--- src/rtl/wb_port_arbiter.sv ---
// Regfile write-port arbiter: in-order writeback (A) vs queued mul/div results (B).
// A wins unless B has starved; younger A writes squash queued B writes to the same rd.
package combined_wire;

  typedef logic [63:0] word_t;

  typedef struct packed {
    logic [4:0] reg_dest_addr;
    logic       reg_write_enable;
    word_t      data;
  } reg_writer;

endpackage

module wb_port_arbiter
  import combined_wire::*;
#(
  parameter int FIFO_DEPTH   = 2,
  parameter int STARVE_LIMIT = 4
) (
  input  logic        clk,
  input  logic        reset,
  input  logic [69:0] a_wr,
  output logic        stall_a,
  input  logic        b_valid,
  output logic        b_ready,
  input  logic [69:0] b_wr,
  input  logic [4:0]  q_addr0,
  input  logic [4:0]  q_addr1,
  output logic        q_busy0,
  output logic        q_busy1,
  output logic [69:0] rf_wr
);

  localparam int AW = $clog2(FIFO_DEPTH);
  localparam int CW = $clog2(STARVE_LIMIT + 1);

  reg_writer a_in;
  reg_writer b_in;
  reg_writer rf_q;

  logic [4:0] f_rd   [FIFO_DEPTH];
  word_t      f_data [FIFO_DEPTH];
  logic [FIFO_DEPTH-1:0] f_vld;

  logic [AW-1:0] rd_ptr;
  logic [AW-1:0] wr_ptr;
  logic [AW:0]   count;
  logic [CW-1:0] starve;

  logic empty;
  logic full;
  logic any_v;
  logic head_v;
  logic starved;
  logic a_real;
  logic a_gnt;
  logic b_gnt;
  logic push;
  logic pop;

  assign a_in  = a_wr;
  assign b_in  = b_wr;
  assign rf_wr = rf_q;

  assign empty   = (count == '0);
  assign full    = (count == (AW+1)'(FIFO_DEPTH));
  assign any_v   = |f_vld;
  assign head_v  = f_vld[rd_ptr];
  assign starved = (starve == CW'(STARVE_LIMIT));
  assign a_real  = a_in.reg_write_enable &&
                   (a_in.reg_dest_addr != 5'd0);

  assign b_ready = !full;
  assign push    = b_valid && !full &&
                   b_in.reg_write_enable &&
                   (b_in.reg_dest_addr != 5'd0);

  // Grant decision: forced B slot when starved, else A, else B head.
  always_comb begin
    a_gnt   = 1'b0;
    b_gnt   = 1'b0;
    stall_a = any_v && starved;
    unique case (1'b1)
      stall_a:           b_gnt = head_v;
      a_real && !stall_a: a_gnt = 1'b1;
      default:           b_gnt = head_v;
    endcase
  end

  // Head leaves when written or when it was squashed.
  assign pop = !empty && (b_gnt || !head_v);

  // Busy lookup over live entries; x0 is never busy.
  always_comb begin
    q_busy0 = 1'b0;
    q_busy1 = 1'b0;
    for (int i = 0; i < FIFO_DEPTH; i++) begin
      if (f_vld[i] && f_rd[i] == q_addr0) q_busy0 = 1'b1;
      if (f_vld[i] && f_rd[i] == q_addr1) q_busy1 = 1'b1;
    end
    if (q_addr0 == 5'd0) q_busy0 = 1'b0;
    if (q_addr1 == 5'd0) q_busy1 = 1'b0;
  end

  // B queue: squash on A grant, then pop, then push the younger entry.
  always_ff @(posedge clk or negedge reset) begin
    if (!reset) begin
      f_vld  <= '0;
      rd_ptr <= '0;
      wr_ptr <= '0;
      count  <= '0;
      for (int i = 0; i < FIFO_DEPTH; i++) begin
        f_rd[i]   <= '0;
        f_data[i] <= '0;
      end
    end else begin
      for (int i = 0; i < FIFO_DEPTH; i++) begin
        if (a_gnt && f_rd[i] == a_in.reg_dest_addr)
          f_vld[i] <= 1'b0;
      end
      if (pop) begin
        f_vld[rd_ptr] <= 1'b0;
        rd_ptr        <= rd_ptr + 1'b1;
      end
      if (push) begin
        f_rd[wr_ptr]   <= b_in.reg_dest_addr;
        f_data[wr_ptr] <= b_in.data;
        f_vld[wr_ptr]  <= 1'b1;
        wr_ptr         <= wr_ptr + 1'b1;
      end
      count <= count + (AW+1)'(push) - (AW+1)'(pop);
    end
  end

  // Starvation counter: A wins while B waits; cleared on B grant or no live entry.
  always_ff @(posedge clk or negedge reset) begin
    if (!reset) begin
      starve <= '0;
    end else if (b_gnt || !any_v) begin
      starve <= '0;
    end else if (a_gnt && !starved) begin
      starve <= starve + 1'b1;
    end
  end

  // Registered regfile write.
  always_ff @(posedge clk or negedge reset) begin
    if (!reset) begin
      rf_q <= '0;
    end else if (a_gnt) begin
      rf_q <= a_in;
    end else if (b_gnt) begin
      rf_q <= '{f_rd[rd_ptr], 1'b1, f_data[rd_ptr]};
    end else begin
      rf_q <= '0;
    end
  end

endmodule

--- config.mk ---
export PLATFORM = sky130hd
export DESIGN_NAME = wb_port_arbiter
export DESIGN_NICKNAME = d
export VERILOG_FILES = /design/src/rtl/wb_port_arbiter.sv
export SDC_FILE = /design/constraint.sdc
export NUM_CORES = 1
export LEC_CHECK = 0
export BUFFER_PORTS_ARGS = -buffer_cell sky130_fd_sc_hd__buf_2
export CAP_MARGIN = 10
export CORE_MARGIN = 3
export CORE_UTILIZATION = 58
export DETAILED_ROUTE_END_ITERATION = 6
export PLACE_DENSITY = 0.85
export SLEW_MARGIN = 10
export SYNTH_ARGS = -nofsm -noshare
export SYNTH_HDL_FRONTEND = slang
export SYNTH_SLANG_ARGS = --single-unit
--- constraint.sdc ---
create_clock -name clk -period 6.15 [get_ports clk]
set_clock_uncertainty 0.05 [all_clocks]
set_input_delay 0.615 -clock clk [delete_from_list [all_inputs] [get_ports clk]]
set_output_delay 0.615 -clock clk [all_outputs]
set_load 0.03 [all_outputs]
== Yosys cells after proc, flatten, opt, wreduce, memory -nomap -nowiden ==
Cells that the tools add are included.
W data, S select, Z words.

* Word-level logic and storage cells: 103
* Output and inout bits: 74
* Bits of input ports: 153
* Register bits: 217

* Order comparisons: 7
* Equal/unequal tests: 8
* Reductions and logical operators: 32
* Add/sub/neg operators: 5
* Muxes and demuxes: 34
* Bitwise logic cells: 5

{| class="wikitable"
|+ Operator list
! cell !! count
|-
| $mux W64 || 4
|-
| $mux W70 || 2
|-
| $bwmux W128 || 1
|-
| $demux W64 S1 || 1
|-
| $eq A5 B5 Y1 || 6
|-
| $mux W5 || 4
|-
| $logic_and A1 B1 Y1 || 17
|-
| $mux W1 || 14
|-
| $bwmux W10 || 1
|-
| $logic_not A5 Y1 || 2
|-
| $reduce_bool A5 Y1 || 2
|-
| $logic_not A1 Y1 || 6
|-
| $mux W3 || 2
|-
| $demux W5 S1 || 1
|-
| $ge A2 B2 Y1 const B || 2
|-
| $lt A1 B2 Y1 const B || 2
|-
| $mux W2 || 2
|-
| $not A1 Y2 || 2
|-
| $add A3 B1 Y3 const B || 1
|-
| $eq A3 B3 Y1 const B || 1
|-
| $add A1 B1 Y1 const B || 2
|-
| $add A2 B1 Y2 || 1
|-
| $and A2 B2 Y2 || 1
|-
| $demux W1 S1 || 2
|-
| 10 further kinds || 12
|}

== Logic depth before layout (Yosys ltp) ==
Gate-level depths: netlist of run 1.

* Word-level depth: 11
* Depth in mapped cells: 11

== Worst setup path before layout of run 1 ==
No wires, ideal clock.

* Path kind: input to register
* From: input a_wr[67]
* To: register count[1]
* Data required time: 6.020 ns
* Stages: 9
* Setup time: 0.080 ns
* Setup slack: 3.669 ns
* Path buffers: 1
* Arrival: 2.351 ns
* Cells stage by stage: or3_4 > o311a_1 > buf_2 > a21oi_1 > ha_1 > inv_1 > ha_1 > xnor2_1 > xnor2_1

* Word-level cells in the longest chain between the ends: 7

{| class="wikitable"
|+ Ends and longest elaborated chain
! element !! line !! source
|-
| start, declared || 23 || <nowiki>input logic [69:0] a_wr,</nowiki>
|-
| $reduce_bool A5 Y1 || 72 || <nowiki>(a_in.reg_dest_addr != 5'd0);</nowiki>
|-
| $logic_and A1 B1 Y1 || 71 || <nowiki>assign a_real = a_in.reg_write_enable &&</nowiki>
|-
| $logic_and A1 B1 Y1 || 86 || <nowiki>a_real && !stall_a: a_gnt = 1'b1;</nowiki>
|-
| $mux W1 || 84 || <nowiki>unique case (1'b1)</nowiki>
|-
| $logic_or A1 B1 Y1 || 92 || <nowiki>assign pop = !empty && (b_gnt || !head_v);</nowiki>
|-
| $logic_and A1 B1 Y1 || 92 ||
|-
| $sub A2 B1 Y2 || 132 || <nowiki>count <= count + (AW+1)'(push) - (AW+1)'(pop);</nowiki>
|-
| end signal, assigned || 132 ||
|-
| end, declared || 48 || <nowiki>logic [AW:0] count;</nowiki>
|}

Every way passes these cells.
A chain may end at the register's enable or synchronous reset.

== Final worst setup path of run 1 ==
* From: register starve[0]
* To: register count[1]

* Word-level cells in the longest chain between the ends: 8

{| class="wikitable"
|+ Ends and longest elaborated chain
! element !! line !! source
|-
| start, declared || 49 || <nowiki>logic [CW-1:0] starve;</nowiki>
|-
| start signal, assigned || 143 || <nowiki>starve <= starve + 1'b1;</nowiki>
|-
| $eq A3 B3 Y1 || 70 || <nowiki>assign starved = (starve == CW'(STARVE_LIMIT));</nowiki>
|-
| $logic_and A1 B1 Y1 || 83 || <nowiki>stall_a = any_v && starved;</nowiki>
|-
| $logic_not A1 Y1 || 86 ||
|-
| $logic_and A1 B1 Y1 || 86 ||
|-
| $mux W1 || 84 ||
|-
| $logic_or A1 B1 Y1 || 92 ||
|-
| $logic_and A1 B1 Y1 || 92 ||
|-
| $sub A2 B1 Y2 || 132 ||
|}

Every way passes these cells.

==> impl_metrics.ini, run 1 <==
[routing]
finalWirelength_microns = 20700
drc = 0
routedWlPerCell_microns = 18.1
vias = 6151
met2_length_microns = 9790
vias_per_cell = 5.36
wl_met1_microns = 8810
ant_nets = 0
dr.pass1.iters = 4
first_iter_violations = 241
met3WireLength_microns = 1620
top_layer = met5

[global_route]
grt_pass1_vias = 6568
grt_antenna_before_repair = 6
grt_usage_pct = 23.1
grt_pass1_wl_microns = 33400
grt_max_degree = 112
grt_overflow = 0

[clocking]
clock-sinks = 217
cts_tree = built
post_cts_resized = 0
postCtsHoldBufs = 0
cts_root_buf = clkbuf_16
cts_buffers = 23
clk_pin_slew_ns = 0.06
htreeDepth = 1
cts_setup_buffers = 0
clockBufferDepth = 3
clock_latency_ns = 0.49

[timing]
post-route-min-period_ns = 2.95
period_share_pct = 48.0
maxSlewHeadroom_pct = 30.8
rsz0062_at_grt = no
worstMarginPinSlew_ns = 1.04
fmax_mhz = 338
finalSetupViolCount = 0
hold_viol = 0
maxSlewViolCount = 0
totalNegativeSetupSlack_ns = 0
setup_ws_ns = 3.20

[setup_path]
cp_cell_sequence = inv_1 > ha_1 > o211ai_1 > o311a_2 > buf_4 > a21oi_1 > ha_1 > inv_1 > ha_1 > xnor2_1 > xnor2_1
max_stage_delay_ns = 0.63
critPathKind = flip-flop to flip-flop
start_kind = flip-flop
worstPathRequired_ns = 6.51
arrival_ns = 3.32
crit_fanout = 74
critPathBufInv = 3
crit_top_cell = ha_1
cp_top_family = buffers and inverters
critPathSlowestCell = buf_4
cp-end-kind = flip-flop

[floorplan]
rows = 46
start_util_pct = 59.4
die_w_microns = 134
dieHeight_microns = 134
core_area_sq_mm = 0.0159
io_pins = 227
die_area_sq_mm = 0.0179

[logic_synthesis]
seq_area_frac_synth_pct = 57.3
synth-edff-count = 0
synth_cells = 694
netlist_top_cells_area = dfrtp_1 (57%), mux2_4 (11%), mux2_2 (7.5%)
synth_nets = 851
synth_cell_types = 40
yosysTopAreaCell = dfrtp_1
syn_avg_cell_area_sq_um = 13.7
yosysTopAreaCellShare_pct = 57.3
netlist_area_sq_mm = 0.00948
synth_most_common_cell = dfrtp_1
ys_warn_count = 0
synth-seq-cells = 217
synthFlopType = dfrtp_1
synth_common_cells = dfrtp_1 (217), nand2_1 (73), mux2i_1 (70)
synth-async-reset-ratio_pct = 100

[place]
pre_cts_ws_ns = 2.91
gp_congestion = 0.817
portBuffers = 226
dp.cells = 1105
placed_cell_area_sq_mm = 0.0107
hpwl_microns = 13700

[run]
cap_violations = 0

[cells_and_area]
fin_nets = 1071
final.fill_count = 1094
design_area_sq_mm = 0.0115
final_layout_size_suffix_gt1_share_pct = 44.1
areaGrowthSynthToFinish_pct = 21.3
final-instance-count-excl-fill = 1147

[pwr]
finalPower_uw = 5780
vdd_drop_max_mv = 0.267
p_per_area_mw_per_mm2 = 503
leakagePower_uw = 0.00570

[worst_hold_path]
hold_path.class = primary input to async pin

[run_status]
status = finished clean
per-layer routing:
metal	global-route usage [%]	up-vias
met5	0	-
met4	5.83	10
met3	6.56	43
met2	37.8	196
met1	31.0	3030
li1	-	2872
cell usage in the layout, fill, tap and decap left out, drive strengths merged, types with 2 or more instances in the layout:
| cell | netlist | layout |
|---|---|---|
| dfrtp | 217 | 217 |
| nor2 | 4 | 4 |
| nand3 | 7 | 7 |
| mux2i | 70 | 70 |
| or4 | 3 | 3 |
| xnor2 | 12 | 12 |
| nor4 | 4 | 4 |
| a21oi | 6 | 6 |
| mux2 | 138 | 138 |
| xor2 | 22 | 22 |
| clkbuf | 19 | 34 |
| buf | 18 | 231 |
| o21ai | 72 | 72 |
| diode | 0 | 2 |
| o211ai | 2 | 2 |
| inv | 5 | 5 |
| nand2 | 74 | 74 |
| or3 | 2 | 2 |
| clkinv | 0 | 5 |
| and2 | 3 | 3 |
| nor3 | 3 | 3 |
| ha | 4 | 4 |
layout make-up:
class | count | area (sq um) | share of cell area [%]
Antenna cell | 2 | 5.00 | 0.0435
Clock buffer | 33 | 673 | 5.86
Clock inverter | 7 | 66.3 | 0.577
Inverter | 5 | 18.8 | 0.163
Multi-Input combinational cell | 435 | 3830 | 33.3
Sequential cell | 217 | 5430 | 47.3
Tap cell | 216 | 270 | 2.35
Timing Repair Buffer | 232 | 1200 | 10.4
logic make-up (layout without fill, tap and decap cells):
family / Yosys count / after routing / share of synthesized area (%)
compound gates: 86 / 86 / 5.12
mux: 208 / 208 / 26.5
fa+ha+maj: 4 / 4 / 0.528
flops: 217 / 217 / 57.3
xor+xnor: 34 / 34 / 3.14
simple gates: 103 / 103 / 4.83
buf+inv: 42 / 277 / 2.54
other cells: 0 / 2 / 0
registers in the layout (all words and copies together) (netlist names):
register,cells
starve,3
count,2
wr_ptr,1
f_rd,10
f_data,128
rf_wr,70
rd_ptr,1
f_vld,2
power by group:
group	leakage, uW	internal [uW]	switching, uW
Clock	0.000365	800	538
Sequential	0.00264	2040	404
Combinational	0.00269	1030	965
per-stage QoR:
stage               hold WS [ns]  utilization, %
floorplan                  0.269               -
global placement           0.428            67.4
detailed placement         0.436            67.4
CTS                        0.201            72.0
global route               0.211            72.1
finish                     0.145            72.1
worst paths after layout:
kind | start | end | slack (ns) | depth (start not counted)
hold reg to reg | f_data[57] | f_data[57] | 0.44 | 1
setup / recovery | starve[0] | count[1] | 3.20 | 11
hold / removal | reset | rf_wr[38] | 0.14 | 1
setup reg to reg | starve[0] | count[1] | 3.20 | 11
min in group clk | a_wr[4] | rf_wr[4] | 0.27 | 3
max in group asynchronous | reset | rd_ptr | 4.83 | 2
Power figures use the tool's default switching activity.
==> inputs of run 2 (changes only) <==
Settings changed: CORE_UTILIZATION 58 to 54, PLACE_DENSITY 0.85 to 0.8.
Clock period 6.15 ns to 2.89 ns, I/O delays scaled along.
==> run 2 against run 1 <==
Effect of this change: first-iteration DRC count grew 56%; count of clock-buffer cells in the layout grew 5; maximum frequency grew 20%; sequential cell count is the same; critical path depth shrank 5; sequential power grew 110%; via count grew 11%; critical path type unchanged; clock power grew 120%; largest cell class unchanged.
==> impl_metrics.ini, run 2 (synthesis gave the netlist of run 1 again) <==
[pwr]
p_per_area_mw_per_mm2 = 983
pwr-share-seq_pct = 40.7
pwr-share-clk_pct = 23.3
switchingPower_uw = 4240
cell_internal_pwr_uw = 8470
sw_frac_of_total_pct = 33.4
pwr-share-comb_pct = 36.0
leakagePower_uw = 0.00630
vdd_drop_max_mv = 0.649
finalPower_uw = 12700

[worst_hold_path]
hold_path.class = primary input to flip-flop

[setup_path]
critPathSlowestCell = buf_4
crit_fanout = 43
r2r_setup_slack_ns = 0.42
r2r-end = rf_wr[12]
crit_top_cell = buf_4
worstPathRequired_ns = 3.24
r2r-start = f_vld[1]
ff2ff_path_depth = 6
arrival_ns = 2.82
start_kind = flip-flop
crit_start = f_vld[1]
cp_cell_sequence = o211ai_1 > o311a_2 > buf_4 > buf_4 > nand2_1 > o21ai_0
max_stage_delay_ns = 0.46
critPathKind = flip-flop to flip-flop
crit_end = rf_wr[12]
cp-end-kind = flip-flop

[cells_and_area]
most-common-layout-cells = buf_2 (225), dfrtp_1 (216), dlygate4sd3_1 (131)
fin_nets = 1209
areaGrowthSynthToFinish_pct = 36.6
final_common_cell = buf_2
regMostFlops = f_data
largest_reg_flops = 128
final_layout_size_suffix_gt1_share_pct = 38.7

[routing]
dr.pass1.iters = 4
first_iter_violations = 376
drc = 0
ant_nets = 0
vias = 6839
routedWlPerCell_microns = 19.3
vias_per_cell = 5.30
finalWirelength_microns = 24900

[timing]
maxSlewHeadroom_pct = 55.0
finalSetupViolCount = 0
fmax_mhz = 405
post-route-min-period_ns = 2.47
period_share_pct = 85.5
rsz0062_at_grt = no
setup_ws_ns = 0.420
totalNegativeSetupSlack_ns = 0
worstMarginPinSlew_ns = 0.674
hold_viol = 0
maxSlewViolCount = 0

[clocking]
clock_latency_ns = 0.50
cts_buffers = 24
cts_root_buf = clkbuf_16
htreeDepth = 1
clock-sinks = 217
cts_tree = built
post_cts_resized = 0
clockBufferDepth = 3
clk_pin_slew_ns = 0.06

[global_route]
grt_max_degree = 87
grt_usage_pct = 25.6
grt_pass1_vias = 7687
grt_overflow = 0
grt_pass1_wl_microns = 40100
grt_antenna_before_repair = 5

[floorplan]
die_area_sq_mm = 0.0192
rows = 47
core_area_sq_mm = 0.0169
dieHeight_microns = 138
io_pins = 227
die_w_microns = 138
start_util_pct = 56.1

[place]
hpwl_microns = 14200
pre_cts_ws_ns = 0.521
gp_congestion = 0.807
portBuffers = 226

[run_status]
status = finished clean

[run]
cap_violations = 0
## run 2: cell count changes in the layout (fill, tap and decap cells not counted), sizes merged
cell / change
clkbuf: +5
clkinv: -2
buf: +6
dlygate4sd3: +131
## run 2: worst min-delay path by stage
stage	startpoint	end	slack [ns]	cells past startpoint
finish	b_wr[69]	f_rd[9]	0.02	2
detailed placement	reset	f_data[40]	0.22	1
CTS	b_wr[67]	f_rd[7]	0.005	2
floorplan	reset	count[0]	-0.06	0
global placement	reset	rf_wr[38]	0.22	1
global route	b_wr[69]	f_rd[9]	0.01	2
## run 2: per-stage QoR
stage	area, sq um	hold slack [ns]	cells	utilization (%)
after detailed placement	10900	0.224	1115	64.3
after floorplan	9480	-0.0566	694	-
after global placement	10900	0.218	1115	64.3
final	12900	0.0165	1291	76.7
after CTS	12900	0.00498	1289	76.6
after global routing	12900	0.0123	1291	76.7
## run 2: cell type report
class / instances / area (sq um)
clock buffer: 38 / 714
inverter: 5 / 18.8
tap: 220 / 275
fill: 1007 / 3940
clock inverter: 5 / 52.6
sequential: 217 / 5430
multi-input combinational: 435 / 3820
timing repair buffer: 369 / 2620
antenna: 2 / 5.00
## run 2: repair_timing
action                                  4_1_cts  5_1_grt
hold buffers                                131        0
endpoints found under the hold margin       237        0
buffers inserted                              0        0
endpoints found under the setup margin        0        0
## run 2: power groups by stage
stage | combinational, uW | clock [uW] | sequential, uW
floorplan | 2870 | 0 | 5460
CTS | 4550 | 3010 | 5140
global placement | 4270 | 0 | 5110
detailed placement | 4390 | 0 | 5150
finish | 4570 | 2970 | 5170
global route | 4920 | 3150 | 5320
## run 2: metal layers
| layer | wire length (microns) | GRT usage, % |
|---|---|---|
| met3 | 1500 | 6.04 |
| met4 | 916 | 9.83 |
| met5 | 24 | 0 |
| met2 | 12200 | 43.4 |
| met1 | 10300 | 32.3 |
## run 2: critical path: cells and delay by family (launching register included)
family                 cells  cell delay, ns
buffers and inverters      2            0.87
AO/OA/AOI/OAI              3            0.85
flip-flops                 1            0.45
AND/OR/NAND/NOR            1            0.14
